[config.mk]
export PLATFORM = sky130hd
export DESIGN_NAME = apb_requester
export DESIGN_NICKNAME = d
export VERILOG_FILES = /design/src/rtl/apb_requester.sv
export SDC_FILE = /design/constraint.sdc
export NUM_CORES = 1
export LEC_CHECK = 0
export BUFFER_PORTS_ARGS = -buffer_cell sky130_fd_sc_hd__buf_2
export CORE_MARGIN = 2
export CORE_UTILIZATION = 52
export CTS_BUF_LIST = sky130_fd_sc_hd__clkbuf_2
export DETAILED_ROUTE_END_ITERATION = 12
export PLACE_DENSITY = 0.95
export SYNTH_ARGS = -nofsm -noshare
export SYNTH_HDL_FRONTEND = slang
export SYNTH_SLANG_ARGS = --single-unit
export TNS_END_PERCENT = 20
[constraint.sdc]
create_clock -name PCLK -period 5.21 [get_ports PCLK]
set_clock_uncertainty 0.05 [all_clocks]
set_input_delay 1.042 -clock PCLK [delete_from_list [all_inputs] [get_ports PCLK]]
set_output_delay 1.042 -clock PCLK [all_outputs]
set_load 0.01 [all_outputs]
[src/rtl/apb_requester.sv]
// APB3 requester: accepts one command on a valid/ready channel, runs a
// single SETUP/ACCESS transfer on the bus and returns the result on a
// valid/ready response channel. One transfer outstanding at a time.
module apb_requester #(
  parameter int unsigned ADDR_WIDTH     = 16,
  parameter int unsigned DATA_WIDTH     = 32,
  parameter int unsigned TIMEOUT_CYCLES = 16
) (
  input  logic                  PCLK,
  input  logic                  PRESET,
  // command channel
  input  logic                  cmd_valid,
  output logic                  cmd_ready,
  input  logic                  cmd_write,
  input  logic [ADDR_WIDTH-1:0] cmd_addr,
  input  logic [DATA_WIDTH-1:0] cmd_wdata,
  // response channel
  output logic                  rsp_valid,
  input  logic                  rsp_ready,
  output logic [DATA_WIDTH-1:0] rsp_rdata,
  output logic                  rsp_error,
  output logic                  rsp_timeout,
  // APB
  output logic                  PSEL,
  output logic                  PENABLE,
  output logic                  PWRITE,
  output logic [ADDR_WIDTH-1:0] PADDR,
  output logic [DATA_WIDTH-1:0] PWDATA,
  input  logic [DATA_WIDTH-1:0] PRDATA,
  input  logic                  PREADY,
  input  logic                  PSLVERR
);

  localparam int unsigned CNT_W = (TIMEOUT_CYCLES == 0) ? 1 : $clog2(TIMEOUT_CYCLES + 1);

  typedef enum logic [1:0] {
    IDLE,
    SETUP,
    ACCESS,
    RESP
  } state_t;

  state_t                  state_q;
  logic [CNT_W-1:0]        wait_q;
  logic                    psel_q;
  logic                    penable_q;
  logic                    pwrite_q;
  logic [ADDR_WIDTH-1:0]   paddr_q;
  logic [DATA_WIDTH-1:0]   pwdata_q;
  logic                    rsp_valid_q;
  logic [DATA_WIDTH-1:0]   rsp_rdata_q;
  logic                    rsp_error_q;
  logic                    rsp_timeout_q;
  logic                    timeout_hit;

  // Abort when this PREADY=0 cycle would bring the wait count to the limit.
  always_comb begin
    timeout_hit = (TIMEOUT_CYCLES != 0) &&
                  ((32'(wait_q) + 32'd1) == 32'(TIMEOUT_CYCLES));
  end

  // Transfer sequencer with registered bus and response outputs.
  always_ff @(posedge PCLK) begin
    if (PRESET) begin
      state_q       <= IDLE;
      wait_q        <= '0;
      psel_q        <= 1'b0;
      penable_q     <= 1'b0;
      pwrite_q      <= 1'b0;
      paddr_q       <= '0;
      pwdata_q      <= '0;
      rsp_valid_q   <= 1'b0;
      rsp_rdata_q   <= '0;
      rsp_error_q   <= 1'b0;
      rsp_timeout_q <= 1'b0;
    end else begin
      case (state_q)
        IDLE: begin
          if (cmd_valid) begin
            pwrite_q <= cmd_write;
            paddr_q  <= cmd_addr;
            pwdata_q <= cmd_wdata;
            wait_q   <= '0;
            psel_q   <= 1'b1;
            state_q  <= SETUP;
          end
        end
        SETUP: begin
          penable_q <= 1'b1;
          state_q   <= ACCESS;
        end
        ACCESS: begin
          if (PREADY) begin
            rsp_rdata_q   <= pwrite_q ? '0 : PRDATA;
            rsp_error_q   <= PSLVERR;
            rsp_timeout_q <= 1'b0;
            rsp_valid_q   <= 1'b1;
            psel_q        <= 1'b0;
            penable_q     <= 1'b0;
            state_q       <= RESP;
          end else begin
            if (wait_q != '1) begin
              wait_q <= wait_q + CNT_W'(1);
            end
            if (timeout_hit) begin
              rsp_rdata_q   <= '0;
              rsp_error_q   <= 1'b1;
              rsp_timeout_q <= 1'b1;
              rsp_valid_q   <= 1'b1;
              psel_q        <= 1'b0;
              penable_q     <= 1'b0;
              state_q       <= RESP;
            end
          end
        end
        RESP: begin
          if (rsp_ready) begin
            rsp_valid_q <= 1'b0;
            wait_q      <= '0;
            state_q     <= IDLE;
          end
        end
        default: state_q <= IDLE;
      endcase
    end
  end

  assign cmd_ready   = (state_q == IDLE);
  assign PSEL        = psel_q;
  assign PENABLE     = penable_q;
  assign PWRITE      = pwrite_q;
  assign PADDR       = paddr_q;
  assign PWDATA      = pwdata_q;
  assign rsp_valid   = rsp_valid_q;
  assign rsp_rdata   = rsp_rdata_q;
  assign rsp_error   = rsp_error_q;
  assign rsp_timeout = rsp_timeout_q;

endmodule
After elaboration in Yosys (flattened, before gate mapping)
Cells that the tools add are included.
{"block": "totals", "latch_bits": 0, "n_memories": 0, "in_bits": 87, "ramBits": 0, "ff_bits": 93, "out_inout_bits": 87, "wordCells": 60, "rom_bits": 0}
{"block": "classes", "n_reduce_logical": 13, "addsub": 2, "n_mul": 0, "n_bitwise": 0, "div": 0, "shift": 0, "mux": 24, "magnitude_cmp": 0, "eq_ne": 10}
{"op": "2-to-1 mux 32 bit", "count": 3}
{"op": "2-to-1 mux 5 bit", "count": 4}
{"op": "case mux 5 bit (3 select lines)", "count": 1}
{"op": "AND reduction 3 bit", "count": 3}
{"op": "2-to-1 mux 1 bit", "count": 8}
{"op": "2-to-1 mux 2 bit", "count": 4}
{"op": "!= test 2 bit, second input constant", "count": 4}
{"op": "case mux 2 bit (4 select lines)", "count": 1}
{"op": "nonzero test 2 bit", "count": 4}
{"op": "adder 5 x 1 -> 6 bit, second input constant", "count": 1}
{"op": "== test 6 x 5 -> 1 bit, second input constant", "count": 1}
{"op": "case mux 1 bit (2 select lines)", "count": 3}
{"op": "AND reduction 2 bit", "count": 3}
{"op": "adder 5 x 1 -> 5 bit, second input constant", "count": 1}
{"op": "!= test 5 bit, second input constant", "count": 1}
{"op": "AND reduction 5 bit", "count": 1}
{"op": "== test 2 bit, second input constant", "count": 2}
{"op": "!= test 3 bit, second input constant", "count": 1}
{"op": "nonzero test 3 bit", "count": 1}
{"op": "== test 2 x 1 -> 1 bit, second input constant", "count": 1}
{"op": "zero test 2 bit", "count": 1}

Depth between registers and ports, before layout
Gate-level depths: netlist of run 1.
{"block": "logic_depth", "ltp_word": 5, "ltp_mapped": 8, "depth_no_buf": 7}

Worst setup path after synthesis of run 1
No wires, ideal clock.
{"block": "synth_path", "kind": "input port to flip-flop", "start": "in PRESET", "end": "reg rsp_rdata_q[10], in the netlist rsp_rdata[10]", "setup_slack_ps": 3123, "n_path_buf": 3, "setup_ps": 125, "path_stages": 4, "required_ps": 5035, "arrival_ps": 1912, "cell_sequence": "clkbuf_1 > clkbuf_1 > clkbuf_1 > o2bb2ai_1"}
{"element": "from (decl)", "line_no": "10", "text": "input logic PRESET,"}
{"element": "to (signal assigned)", "line_no": "94", "text": "rsp_rdata_q <= pwrite_q ? '0 : PRDATA;"}
{"element": "to (decl)", "line_no": "51", "text": "logic [DATA_WIDTH-1:0] rsp_rdata_q;"}
No word-level cell between the ends.

Worst setup path after layout of run 1
{"block": "layout_path", "start": "reg wait_q[0]", "end": "reg rsp_rdata_q[5], in the netlist rsp_rdata[5]"}
{"block": "layout_via", "elab_chain_len": 4}
{"element": "from (decl)", "line_no": "44", "text": "logic [CNT_W-1:0] wait_q;"}
{"element": "from (signal assigned)", "line_no": "103", "text": "wait_q <= wait_q + CNT_W'(1);"}
{"element": "adder 5 x 1 -> 6 bit", "line_no": "59", "text": "((32'(wait_q) + 32'd1) == 32'(TIMEOUT_CYCLES));"}
{"element": "== test 6 x 5 -> 1 bit", "line_no": "59"}
{"element": "nonzero test 2 bit (no line)"}
{"element": "AND reduction 2 bit (no line)"}
Every way passes these cells.
A chain may end at the register's enable or synchronous reset.

==> metrics.sh, run 1 <==
CLK_PIN_SLEW_WORST_PATHS_NS=0.26
WORST_PIN_SLEW_NS=1.25
PLACED_AREA_UM2=4650
WORST_HOLD_SLACK_NS=0.419
POWER_DENSITY_nW_PER_UM2=424
NUMPORTBUFFERS=173
COUNT_OF_FLIP_FLOPS_WITH_A_BUILT_IN_ENABLE_AFTER_SYNTHESIS=0
CP_DATA_ARRIVAL_TIME_NS=3.03
DIE_H_UM=89.3
NUM_ROWS=31
SYNTH_WARNINGS=0
RATIO_OF_CELLS_WITH_DRIVE_ABOVE_1_IN_THE_FINAL_LAYOUT_PCT=32.8
SYN_NETS=536
WORST_SKEW_PAIR.LATE_LATENCY_NS=0.51
CRITPATHKIND='reg -> reg'
FIN_SETUP_TNS_NS=0
POST-ROUTE-MIN-PERIOD_NS=2.63
AREA.GROWTH.SYNTH_TO_FINAL_PCT=25.4
DETAIL_ROUTE.WIRELENGTH_MM=9.97
POSTROUTEANTENNANETS=0
TRITONCTS_NUM_SINKS=93
POST_CTS_RESIZE_COUNT=0
SYNTHESIZED_NETLIST_CELL_COUNT=443
FINAL-HOLD-VIOLATION-COUNT=0
SYNTH.CELL_AREA_UM2=3780
GRT_SETUP_UNREPAIRED='no'
SETUP_VIOL_COUNT_FINAL=0
WORSTSETUPSTARTPOINTTYPE='flip-flop'
NUMCTSBUFFERS=9
DP.CELLS=683
MAXIMUM_CLOCK_INSERTION_BUFFER_COUNT=2
GRT_PASS1_WL_MM=14.9
SYNTHDOMINANTCELLAREASHARE_PCT=49.2
PEAKVDDDROP_mV=0.201
NETLIST_TOP_CELLS_AREA='dfxtp_1 (49%), nand2_1 (11%), a21oi_1 (7.7%), o2bb2ai_1 (7.4%), a31oi_1 (5.6%)'
NUM_ANTENNA_CELLS=0
POSTLAYOUTSETUPSLACKWORST_NS=2.58
CTS_SETUP_BUFFERS=0
WORSTHOLDSTART='PADDR[15]'
ROUTE.VIAS.TOTAL=3645
DIE_OUTLINE_WIDTH_UM=89.3
CRITICAL_PATH.STARTPOINT='wait_q[0]'
FINAL_UTIL_PCT=66.5
GRT-OVFL-TOTAL=0
CTS_HTREE_LEVELS=3
FINAL.PERIOD_UTILIZATION_PCT=50.5
MAX_FREQ_MHz=380
SLEW-LIMIT-HEADROOM_PCT=16.4
MOST_FREQUENT_CELLS_IN_THE_LAYOUT='buf_2 (173), nand2_1 (106), dfxtp_1 (93), a21oi_1 (58), a31oi_1 (34)'
NUMBER_OF_GLOBAL_ROUTE_VIAS_BEFORE_REPAIR=3155
DP_HPWL_MM=6.98
VIAS_PER_CELL=5.21
POST-SYNTH-TOP-AREA-CELL='dfxtp_1'
LAYOUTNONFILLERINSTCOUNT=699
MAX-CAP-VIOLATIONS=0
PRECTSSETUPSLACK_NS=2.37
DIE_AREA_UM2=7970
SYNTH-ASYNC-RESET-RATIO_PCT=0
ANTENNA_FOUND_INITIAL=0
R2R_SETUP_SLACK_NS=2.58
MIN_PATH_TYPE='reg -> reg'
DRT-WIRELENGTH-PER-CELL_UM=14.3
LEAKAGEPOWER_nW=2.17
LAYOUT.CELLS.MOST_COMMON='buf_2'
CRIT_FANOUT=32
DRV_SLEW=0
INITIAL_CORE_UTIL_PCT=53.0
IO-PIN-COUNT=174
GROUTE.USAGE.OVERALL_PCT=23.7
NNETSFINAL=688
SETUP.WORST_PATH.END_CLASS='flip-flop'
SYNTH_SEQUENTIAL_AREA_RATIO_PCT=49.2
CTS.ROOT.BUFFER_CELL='clkbuf_2'
SYNTH_FLOP_CELL='dfxtp_1'
SYNTHDISTINCTLIBCELLS=35
POST_SYNTHESIS_REGISTER_BIT_COUNT=93
DESIGN.CORE.AREA_UM2=7140
LARGEST_NET_DEGREE_AT_THE_START_OF_GLOBAL_ROUTING=97
FINISH.INSTANCE_AREA_UM2=4740
CTSHOLDBUFFERS=0
SYNTHESIS.AREA_PER_INSTANCE_UM2=8.54
OUTCOME='complete, no violations'
CRIT-REG2REG-LAUNCH='wait_q[0]'
REQUIRED_NS=5.61
REPORT.POWER.TOTAL_mW=2.01
GLOBALPLACE.CONGESTION=0.783
TRITONCTS_CLOCK_TREE='done'
DRT_DRC_VIOLATIONS_LEFT=0
NUMBER_OF_DESIGN_RULE_VIOLATIONS_LEFT_BY_THE_FIRST_DETAILED_ROUTER_ITERATION=232
DETAILEDROUTE.FIRSTPASSITERATIONCOUNT=4
## routing by layer
layer	part of all wire (%)	track usage [%]
met1	41	30.1
met2	52	40.1
met3	4.3	3.69
met4	2.0	10.3
met5	0	0
## critical path, cell delays in order, from the launching register on
cell and delay, ns:
dfxtp_1 0.41, ha_1 0.27, and3_1 0.20, ha_1 0.31, o2111a_1 0.20, nor3_4 0.92, o2bb2ai_1 0.21
## cells by family (layout without fill, tap and decap cells)
group | count (synthesis) | in the layout | synth area share (%)
flops | 93 | 93 | 49.2
mux | 2 | 2 | 0.529
buf+inv | 40 | 197 | 4.57
simple gates | 167 | 167 | 20.7
fa+ha+maj | 6 | 6 | 1.99
compound gates | 135 | 135 | 22.9
## synthesized netlist by cell type (all sizes together) (4+ instances only)
| library cell | count |
|---|---|
| a21oi | 58 |
| a31oi | 34 |
| buf | 14 |
| clkbuf | 22 |
| dfxtp | 93 |
| ha | 6 |
| inv | 4 |
| nand2 | 106 |
| nand2b | 4 |
| nand3 | 6 |
| nor2 | 6 |
| nor2b | 33 |
| nor3 | 4 |
| o2bb2ai | 32 |
## state kept, by name (all words and copies together) (netlist names)
signal	cells
PADDR	16
wait_q	5
rsp_timeout	1
PSEL	1
PWRITE	1
rsp_rdata	32
PWDATA	32
rsp_error	1
state_q	2
PENABLE	1
rsp_valid	1
## path summary, 6_finish.rpt
check | end | depth (start not counted)
worst max-delay path | rsp_rdata[5] | 6
worst min-delay path | PADDR[15] | 2
worst max register to register | rsp_rdata[5] | 6
worst min register to register | PADDR[15] | 2
## report_power, final
group,internal [mW],switching [mW]
registers,0.850,0.0845
clock network,0.0644,0.246
logic,0.293,0.472
## cell type report
class                      count  area, um^2
fill                         651        2390
sequential                    93        1860
multi-input combinational    310        1750
timing repair buffer         177         896
tap                           99         124
clock inverter                 7        50.0
clock buffer                   9        45.0
inverter                       4        15.0
Note: power is estimated with default switching activity, not from simulation.
==> inputs of run 2 (changes only) <==
CORE_UTILIZATION = 48   (was 52)
PLACE_DENSITY = 0.91   (was 0.95)
clock period = 2.43 ns   (was 5.21 ns; I/O delays follow)
==> metrics.sh, run 2 (synthesis gave the netlist of run 1 again) <==
OUTCOME='complete, no violations'
CTS.ROOT.BUFFER_CELL='clkbuf_2'
PLACED_AREA_UM2=4690
DESIGN.CORE.AREA_UM2=7690
CP_DATA_ARRIVAL_TIME_NS=2.67
FINISH.INSTANCE_AREA_UM2=4840
DETAIL_ROUTE.WIRELENGTH_MM=9.93
GRT_PASS1_WL_MM=15.9
CRIT_SLOWEST_CELL='nor3_4'
CTS_HTREE_LEVELS=3
GRT-OVFL-TOTAL=0
HOLD_DEPTH=3
PRECTSSETUPSLACK_NS=-0.0636
WORST_SKEW_PAIR.LATE_LATENCY_NS=0.51
ROUTE.VIAS.TOTAL=3752
SLEW-LIMIT-HEADROOM_PCT=51.6
POSTLAYOUTSETUPSLACKWORST_NS=0.165
FINAL_UTIL_PCT=62.9
IO-PIN-COUNT=174
DRV_SLEW=0
SETUP_VIOL_COUNT_FINAL=0
ANTENNA_FOUND_INITIAL=0
NNETSFINAL=692
LAYOUT.CELLS.MOST_COMMON='buf_2'
WORSTSETUPSTARTPOINTTYPE='flip-flop'
POWER_DENSITY_nW_PER_UM2=934
MAX-CAP-VIOLATIONS=0
DRT-WIRELENGTH-PER-CELL_UM=14.1
MAXIMUM_CLOCK_INSERTION_BUFFER_COUNT=2
MAX_FREQ_MHz=441
REGAREA_UM2=1860
CRIT_PATH_FREQUENT_CELL='ha_1'
FIN_SETUP_TNS_NS=0
NUMPORTBUFFERS=173
WORST_PIN_SLEW_NS=0.724
LARGEST_NET_DEGREE_AT_THE_START_OF_GLOBAL_ROUTING=73
CRIT_FANOUT=16
NUMCTSBUFFERS=9
DP_HPWL_MM=6.93
TRITONCTS_CLOCK_TREE='done'
NUMBER_OF_GLOBAL_ROUTE_VIAS_BEFORE_REPAIR=3486
GRT_SETUP_UNREPAIRED='no'
INITIAL_CORE_UTIL_PCT=49.2
NUM_ROWS=32
FINAL.PERIOD_UTILIZATION_PCT=93.2
MULTI_INPUT_AREA_UM2=1770
CLK_PIN_SLEW_WORST_PATHS_NS=0.26
REQUIRED_NS=2.83
CRITPATHKIND='reg -> reg'
MIN_PATH_TYPE='in -> reg'
POST-ROUTE-MIN-PERIOD_NS=2.27
DIE_OUTLINE_WIDTH_UM=92.8
NUM_ANTENNA_CELLS=0
DIE_AREA_UM2=8600
R2R_CELLS=6
AREA.GROWTH.SYNTH_TO_FINAL_PCT=27.9
NUM-FILL-CELLS=702
DETAILEDROUTE.FIRSTPASSITERATIONCOUNT=4
SETUP.WORST_PATH.END_CLASS='flip-flop'
GLOBALPLACE.CONGESTION=0.811
GROUTE.USAGE.OVERALL_PCT=22.6
POSTROUTEANTENNANETS=0
DRT_DRC_VIOLATIONS_LEFT=0
PEAKVDDDROP_mV=0.472
CRITICAL_PATH.MAX_STAGE_DELAY_NS=0.60
DIE_H_UM=92.8
RATIO_OF_CELLS_WITH_DRIVE_ABOVE_1_IN_THE_FINAL_LAYOUT_PCT=33.5
MOST_FREQUENT_CELLS_IN_THE_LAYOUT='buf_2 (173), nand2_1 (106), dfxtp_1 (93), a21oi_1 (58), a31oi_1 (34)'
LEAKAGEPOWER_nW=2.21
CRIT_CHAIN='ha_1 -> and3_1 -> ha_1 -> o2111a_1 -> nor3_4 -> o2bb2ai_1'
NUMBER_OF_DESIGN_RULE_VIOLATIONS_LEFT_BY_THE_FIRST_DETAILED_ROUTER_ITERATION=188
REPORT.POWER.TOTAL_mW=4.52
FINAL-HOLD-VIOLATION-COUNT=0
VIAS_PER_CELL=5.32
TRITONCTS_NUM_SINKS=93
-- run 2: changes by cell type in the layout (fill, tap and decap cells not counted), sizes merged --
cell	delta
nor3	+1
bufinv	+2
buf	+3
clkinvlp	+1
inv	-1
clkinv	-3
-- run 2: what timing repair did --
item                                   CTS  global route
endpoints found under the hold margin    0             0
setup endpoints to repair               32             4
setup buffers                            0             0
pin swaps                                1             1
cloned                                   1             0
resized for setup                        1             0
hold buffers                             0             0
-- run 2: cell type report --
cell class                      count  share of cell area [%]
Sequential cell                    93                    38.5
Multi-Input combinational cell    311                    36.5
Timing Repair Buffer              180                    19.2
Tap cell                          102                    2.64
Clock inverter                      6                    1.84
Clock buffer                        9                   0.931
Inverter                            4                   0.310
-- run 2: worst paths after layout --
kind,start,endpoint,slack [ns]
worst max-delay path,wait_q[0],rsp_rdata[2],0.16
worst min-delay path,cmd_wdata[1],PWDATA[1],0.09
worst max register to register,wait_q[0],rsp_rdata[2],0.16
worst min register to register,PWDATA[5],PWDATA[5],0.42
-- run 2: metrics by stage --
| stage | hold WS (ns) | cells |
|---|---|---|
| floorplan | 0.395 | 443 |
| global placement | 0.388 | 689 |
| detailed placement | 0.395 | 689 |
| CTS | 0.0386 | 705 |
| global route | 0.0511 | 705 |
| finish | 0.0923 | 705 |
-- run 2: worst max-delay path, delay by kind of cell (launching register included) --
family / cells / cell delay [ns]
fa+ha+maj: 2 / 0.54
flops: 1 / 0.41
compound gates: 2 / 0.43
simple gates: 2 / 0.79
-- run 2: routing by layer --
layer / GRT usage [%] / vias up / share of wire [%]
met1: 27.6 / 1747 / 42
met2: 37.7 / 108 / 51
li1: - / 1870 / -
met3: 3.74 / 27 / 3.9
met4: 13.2 / 0 / 3.4
met5: 0 / - / 0
-- run 2: report_power, final --
part	total (mW)	switching, mW	internal (mW)
Clock	0.846	0.512	0.334
Sequential	2.00	0.176	1.82
Combinational	1.68	1.02	0.655
Total	4.52	1.71	2.81
==> inputs of run 3 (changes only) <==
GPL_TIMING_DRIVEN = 0   (was unset)
==> metrics.sh, run 3 (synthesis gave the netlist of run 1 again) <==
GROUTE.USAGE.OVERALL_PCT=24.5
CLK_PIN_SLEW_WORST_PATHS_NS=0.28
AREA.GROWTH.SYNTH_TO_FINAL_PCT=28.8
CTS.ROOT.BUFFER_CELL='clkbuf_2'
PEAKVDDDROP_mV=0.430
RATIO_OF_CELLS_WITH_DRIVE_ABOVE_1_IN_THE_FINAL_LAYOUT_PCT=32.2
CTS_HTREE_LEVELS=3
WORSTSETUPSTARTPOINTTYPE='flip-flop'
NUMCTSBUFFERS=9
INITIAL_CORE_UTIL_PCT=49.2
CP_DATA_ARRIVAL_TIME_NS=2.58
OUTCOME='complete, no violations'
CRITICAL_PATH.MAX_STAGE_DELAY_NS=0.51
MOST_FREQUENT_CELLS_IN_THE_LAYOUT='buf_2 (180), nand2_1 (106), dfxtp_1 (93), a21oi_1 (58), a31oi_1 (34)'
TRITONCTS_NUM_SINKS=93
FINAL-HOLD-VIOLATION-COUNT=0
NUMPORTBUFFERS=172
POWER_DENSITY_nW_PER_UM2=913
CRIT_CHAIN='ha_1 -> and3_1 -> ha_1 -> o21ai_2 -> nand4b_2 -> or4_1 -> a31oi_1'
CTS_SETUP_BUFFERS=0
DETAIL_ROUTE.WIRELENGTH_MM=10.6
LEAKAGEPOWER_nW=2.24
IO-PIN-COUNT=174
NUM_ROWS=32
DRT-WIRELENGTH-PER-CELL_UM=14.5
GRT_PASS1_WL_MM=17.1
DETAILEDROUTE.FIRSTPASSITERATIONCOUNT=4
NUMBER_OF_GLOBAL_ROUTE_VIAS_BEFORE_REPAIR=3827
ANTENNA_FOUND_INITIAL=0
SETUP.WORST_PATH.END_CLASS='flip-flop'
GRT-OVFL-TOTAL=0
GRT_SETUP_UNREPAIRED='no'
CRIT_SLOWEST_CELL='or4_1'
MAX-CAP-VIOLATIONS=0
MAX_FREQ_MHz=462
DRT_DRC_VIOLATIONS_LEFT=0
NNETSFINAL=719
CRITPATHTOPFAMILY='simple AND/OR/NAND/NOR gates'
NUMBER_OF_BUFFER_AND_INVERTER_INSTANCES_ALONG_THE_WORST_SETUP_PATH=0
VIAS_PER_CELL=5.29
WORST_SKEW_PAIR.LATE_LATENCY_NS=0.52
TRITONCTS_CLOCK_TREE='done'
GLOBALPLACE.CONGESTION=0.839
LAYOUT.CELLS.MOST_COMMON='buf_2'
POSTROUTEANTENNANETS=0
FINAL_UTIL_PCT=63.4
REQUIRED_NS=2.84
DRV_SLEW=0
MAXIMUM_CLOCK_INSERTION_BUFFER_COUNT=2
WORST_PIN_SLEW_NS=0.527
FIN_SETUP_TNS_NS=0
NUM_ANTENNA_CELLS=0
POST_CTS_RESIZE_COUNT=0
SETUP_VIOL_COUNT_FINAL=0
DIE_OUTLINE_WIDTH_UM=92.8
MIN_PATH_TYPE='in -> reg'
CTSHOLDBUFFERS=0
DESIGN.CORE.AREA_UM2=7690
DP_HPWL_MM=8.16
SLEW-LIMIT-HEADROOM_PCT=64.9
FINAL.PERIOD_UTILIZATION_PCT=89.0
CRIT_PATH_FREQUENT_CELL='ha_1'
DIE_AREA_UM2=8600
CRITPATHKIND='reg -> reg'
DIE_H_UM=92.8
CRIT_FANOUT=6
LARGEST_NET_DEGREE_AT_THE_START_OF_GLOBAL_ROUTING=18
POST-ROUTE-MIN-PERIOD_NS=2.16
NUMBER_OF_DESIGN_RULE_VIOLATIONS_LEFT_BY_THE_FIRST_DETAILED_ROUTER_ITERATION=122
ROUTE.VIAS.TOTAL=3878
[run 3: changes by cell type in the layout (fill, tap and decap cells not counted), sizes merged]
| cell | delta |
|---|---|
| nor3 | -1 |
| clkinv | -1 |
| clkbuf | +22 |
| buf | +6 |
| bufinv | -2 |
| inv | +4 |
[run 3: per-layer routing]
layer | routed length, um | global-route usage (%) | up-vias
li1 | - | - | 1919
met1 | 4420 | 29.4 | 1817
met2 | 5400 | 42.6 | 115
met3 | 458 | 4.39 | 27
met4 | 337 | 11.5 | 0
met5 | 0 | 0 | -
[run 3: final cells by class]
type | instances | area [um^2]
Buffer | 36 | 158
Clock buffer | 9 | 45.0
Clock inverter | 7 | 56.3
Fill cell | 696 | 2820
Inverter | 4 | 15.0
Multi-Input combinational cell | 310 | 1750
Sequential cell | 93 | 1860
Tap cell | 102 | 128
Timing Repair Buffer | 172 | 861
[run 3: worst min-delay path, delay by kind of cell]
family                 cells  cell delay, ns
buffers and inverters      1            0.10
AOI/OAI and AO/OA          1            0.05
and+or+nand+nor            1            0.05
[run 3: through the flow]
step	cells	area, um^2	power [mW]	hold WS [ns]	worst slack (ns)
after global placement	717	4770	3.68	0.389	0.393
after CTS	733	4870	4.48	0.0415	0.263
after detailed placement	717	4770	3.78	0.394	0.310
after global routing	733	4870	4.78	0.0178	0.0521
final	733	4870	4.45	0.0863	0.266
after floorplan	443	3780	3.12	0.395	0.492
[run 3: worst paths after layout]
check,from,endpoint,slack [ns],cells after the start
worst max-delay path,wait_q[0],wait_q[3],0.27,7
worst min-delay path,cmd_wdata[4],PWDATA[4],0.09,3
worst max register to register,wait_q[0],wait_q[3],0.27,7
worst min register to register,PWDATA[0],PWDATA[0],0.42,2
[run 3: power breakdown]
group	leakage [nW]	total, mW	switching, mW	internal (mW)
Sequential	0.759	2.00	0.181	1.82
Combinational	1.42	1.74	1.07	0.675
Clock	0.0589	0.701	0.551	0.150
Total	2.24	4.45	1.80	2.65
